--- config.mk ---
export PLATFORM = sky130hd
export DESIGN_NAME = shifter_unit
export DESIGN_NICKNAME = d
export VERILOG_FILES = /design/src/rtl/shifter_pkg.sv /design/src/rtl/shifter_unit_barrel_stage.sv /design/src/rtl/shifter_unit.sv
export SDC_FILE = /design/constraint.sdc
export NUM_CORES = 1
export LEC_CHECK = 0
export CAP_MARGIN = 40
export CORE_AREA = 4 4 41 43
export CTS_CLUSTER_DIAMETER = 200
export DETAILED_ROUTE_END_ITERATION = 7
export DIE_AREA = 0 0 45 47
export PLACE_DENSITY = 0.6
export SLEW_MARGIN = 10
export SYNTH_ARGS = -nofsm -noshare
export SYNTH_HDL_FRONTEND = slang
export SYNTH_SLANG_ARGS = --single-unit
--- constraint.sdc ---
create_clock -name clk -period 1.7 [get_ports clk]
set_input_delay 0.34 -clock clk [delete_from_list [all_inputs] [get_ports clk]]
set_output_delay 0.34 -clock clk [all_outputs]
set_load 0.03 [all_outputs]
--- src/rtl/shifter_pkg.sv ---
// Shared types and helpers for the shifter datapath stage.
// ror_ref is a plain loop reference used by verification code, not by the barrel itself.
package shifter_pkg;

    typedef enum logic [1:0] {
        ROR = 2'b00,
        ROL = 2'b01,
        SRL = 2'b10,
        SLL = 2'b11
    } shift_mode_e;

    localparam int unsigned REF_MAX_W = 64;

    // Rotate the low `width` bits of data right by amt; upper bits of the result are zero.
    function automatic logic [REF_MAX_W-1:0] ror_ref(input logic [REF_MAX_W-1:0] data,
                                                      input int unsigned amt,
                                                      input int unsigned width = 4);
        logic [REF_MAX_W-1:0] r;
        r = '0;
        for (int unsigned i = 0; i < REF_MAX_W; i++) begin
            if (i < width) begin
                r[i] = data[(i + amt) % width];
            end
        end
        return r;
    endfunction

endpackage

--- src/rtl/shifter_unit_barrel_stage.sv ---
// One combinational barrel stage: moves d by DIST bit positions in the selected mode when en=1.
module barrel_stage
    import shifter_pkg::*;
#(
    parameter int WIDTH = 4,
    parameter int DIST  = 1
) (
    input  logic [WIDTH-1:0] d,
    input  logic             en,
    input  shift_mode_e      mode,
    output logic [WIDTH-1:0] y
);

    logic [WIDTH-1:0] ror_d;
    logic [WIDTH-1:0] rol_d;
    logic [WIDTH-1:0] srl_d;
    logic [WIDTH-1:0] sll_d;

    // All source indices are elaboration-time constants, so each mode is pure wiring.
    for (genvar gi = 0; gi < WIDTH; gi++) begin : g_bit
        assign ror_d[gi] = d[(gi + DIST) % WIDTH];
        assign rol_d[gi] = d[(gi + WIDTH - DIST) % WIDTH];
        if (gi + DIST < WIDTH) begin : g_srl_src
            assign srl_d[gi] = d[gi + DIST];
        end else begin : g_srl_fill
            assign srl_d[gi] = 1'b0;
        end
        if (gi >= DIST) begin : g_sll_src
            assign sll_d[gi] = d[gi - DIST];
        end else begin : g_sll_fill
            assign sll_d[gi] = 1'b0;
        end
    end

    always_comb begin
        y = d;
        if (en) begin
            case (mode)
                ROR:     y = ror_d;
                ROL:     y = rol_d;
                SRL:     y = srl_d;
                SLL:     y = sll_d;
                default: y = d;
            endcase
        end
    end

endmodule

--- src/rtl/shifter_unit.sv ---
// Registered logarithmic barrel shifter/rotator: one pipeline stage, one result per cycle.
module shifter_unit
    import shifter_pkg::*;
#(
    parameter int WIDTH = 4,
    parameter int SHW   = $clog2(WIDTH)
) (
    input  logic             clk,
    input  logic             rst_n,
    input  logic             in_valid,
    input  logic [WIDTH-1:0] in,
    input  logic [SHW-1:0]   shift,
    input  logic [1:0]       mode,
    output logic [WIDTH-1:0] q,
    output logic             out_valid
);

    shift_mode_e              mode_e;
    logic [SHW:0][WIDTH-1:0]  stage_d;
    logic [WIDTH-1:0]         q_reg;
    logic                     valid_reg;

    assign mode_e     = shift_mode_e'(mode);
    assign stage_d[0] = in;

    // Stage gi moves by 2^gi; logical fills compose correctly because each stage zero-fills.
    for (genvar gi = 0; gi < SHW; gi++) begin : g_stage
        barrel_stage #(
            .WIDTH (WIDTH),
            .DIST  (1 << gi)
        ) u_stage (
            .d    (stage_d[gi]),
            .en   (shift[gi]),
            .mode (mode_e),
            .y    (stage_d[gi+1])
        );
    end

    always_ff @(posedge clk or negedge rst_n) begin
        if (!rst_n) begin
            q_reg     <= '0;
            valid_reg <= 1'b0;
        end else begin
            valid_reg <= in_valid;
            if (in_valid) begin
                q_reg <= stage_d[SHW];
            end
        end
    end

    assign q         = q_reg;
    assign out_valid = valid_reg;

endmodule

==> metrics.cfg <==
[clock_tree]
cts-root-buf = clkbuf_4
cts_setup_buffers = 0
clk_path_buf_depth = 2
cts_tree = done
ctsHoldBuffers = 0
clk_pin_slew_ps = 40
cts.sinks = 5
numCtsBuffers = 3
htree_num_levels = 1
ctsResizeCount = 0
clk_latency_ps = 240

[place]
dp_hpwl_um = 736
routabilityCongestion = 0.766
port_buffers = 15

[cells_and_area]
fill_cells = 145
drive_above_1_share_pct = 27.1
largest_register_ffs = 4
final_nets = 71
antenna_cells = 0
fin_util_pct = 44.9
area_growth_pct = 54.6

[detailed_routing]
wire_per_inst_um = 11.3
drc = 0
vias = 367
drt_iter0_markers = 3
routed_via_density = 4.96
postRouteAntennaNets = 0
drt_pass1_iterations = 2
totalWireLength_um = 834

[synthesis]
syn_nets = 49
syn_area_per_cell_sq_um = 9.94
ys_async_sr_fraction_pct = 100
yosysSeqAreaShare_pct = 33.1
synth_area_sq_um = 378
ys.flop_type = dfrtp_1
yosysTopAreaCellShare_pct = 33.1
synth_seq_cells = 5
yosysUniqueCellTypes = 18
yosys-top-cells-area = dfrtp_1 (33%), mux2_4 (7.9%), o211ai_1 (7.9%)
yosys_warnings = 0
synth_top_cell_by_area = dfrtp_1
synth_edf_count = 0
syn_inst = 38

[timing]
rsz0062_at_grt = no
period_minus_slack_ps = 1590
worst_pin_slew_ps = 307
max_freq_ghz = 0.630
skew_ps = 0
finalHoldViolCount = 0
fin_crit_sh_pct = 93.4
setup_tns_ps = 0
maxSlewHeadroom_pct = 79.5
setup_viol = 0
drv_slew = 0

[global_routing]
overflow = 0
grt_max_degree = 7
track_usage_pct = 9.75
grt_pass1_vias = 386
grt_antenna_before_repair = 0
grt_pass1_wl_um = 1440

[power]
peakVddDrop_uv = 194
p_total_uw = 424
power.leakage_nw = 0.248
powerDensity_nw_per_um2 = 725

[floorplanning]
initial_core_util_pct = 29.0
dieArea_sq_um = 2120
io_pins = 16
num_rows = 13
die_w_um = 45
coreArea_sq_um = 1300
die-height_um = 47

[worst_hold_path]
hold_class = input port to async pin

[critical_path]
regToRegEndpoint = q[2]
critPathMaxFanout = 2
cp-end-kind = primary output
crit_start = q[1]
critPathBufInv = 1
ff2ff_setup_slack_ps = 1020
critical_path.top_delay_family = buffers and inverters
worstPathRequired_ps = 1360
arrival_ps = 1250
startpoint_type = flop
max_stage_delay_ps = 670
r2r_start = q[2]
reg2reg_depth = 2
crit_slowest_cell = clkdlybuf4s50_1
crit_type = flop to primary output
path_cells = clkdlybuf4s50_1

[job]
maxCapViolations = 0

[run_status]
status = finished clean

metal layers:
layer | global-route usage, % | vias up | wire [um]
met2 | 16.7 | 17 | 391
met4 | 8.77 | 0 | 14
met5 | 0 | - | 0
li1 | - | 183 | -
met3 | 2.30 | 2 | 74
met1 | 9.89 | 165 | 353
per-stage QoR:
stage	area, sq um	hold WS [ps]	std cells	setup WS, ps
after floorplan	378	44.4	38	580
after global placement	558	512	70	61.8
after detailed placement	558	509	70	34.3
after CTS	584	318	74	92.1
after global routing	584	334	74	47.8
final	584	315	74	113
final cells by class:
class	count	area [sq um]	area share (%)
clock buffer	4	26.3	4.50
tap	15	18.8	3.21
timing repair buffer	18	173	29.6
sequential	5	125	21.4
inverter	4	15.0	2.57
multi-input combinational	28	226	38.8
cell usage after synthesis (2+ instances only):
| library cell | count |
|---|---|
| dfrtp_1 | 5 |
| inv_1 | 4 |
| o211ai_1 | 4 |
| or2_2 | 4 |
| o21ai_1 | 3 |
| and2b_1 | 2 |
| mux2_4 | 2 |
| nand2b_1 | 2 |
| o211ai_2 | 2 |
| o221ai_1 | 2 |
layout by cell type (no fill, tap or decap):
cell type        instances
a21bo_2                  1
clkdlybuf4s50_1         15
nand2_1                  1
mux2_4                   2
o311ai_1                 1
o221ai_1                 2
buf_4                    3
clkbuf_1                 1
nand3_1                  1
and3b_1                  1
o211ai_2                 2
inv_1                    4
dfrtp_1                  5
o21ai_1                  3
and2b_1                  2
nor3b_2                  1
or2_2                    4
o211ai_1                 4
o31ai_1                  1
nand2b_1                 2
clkbuf_4                 3
cells by family (layout without fill, tap and decap cells):
| family | Yosys count | count (layout) | synth area share [%] |
|---|---|---|---|
| flops | 5 | 5 | 33.1 |
| mux | 2 | 2 | 7.95 |
| simple gates | 12 | 12 | 21.8 |
| compound gates | 14 | 14 | 30.1 |
| buf+inv | 5 | 26 | 6.95 |
where the power goes:
part | leakage (nW) | internal (mW) | switching [mW]
logic | 0.172 | 0.0760 | 0.0715
registers | 0.0611 | 0.133 | 0.00612
clock network | 0.0150 | 0.0887 | 0.0482
worst max-delay path by stage:
stage,endpoint,slack (ps),depth (start not counted)
after floorplan,q[2],580,4
after global placement,q[1],60,4
after detailed placement,q[2],30,4
after CTS,q[1],90,1
after global routing,q[3],50,1
final,q[1],110,1
(Power assumes the default switching activity.)
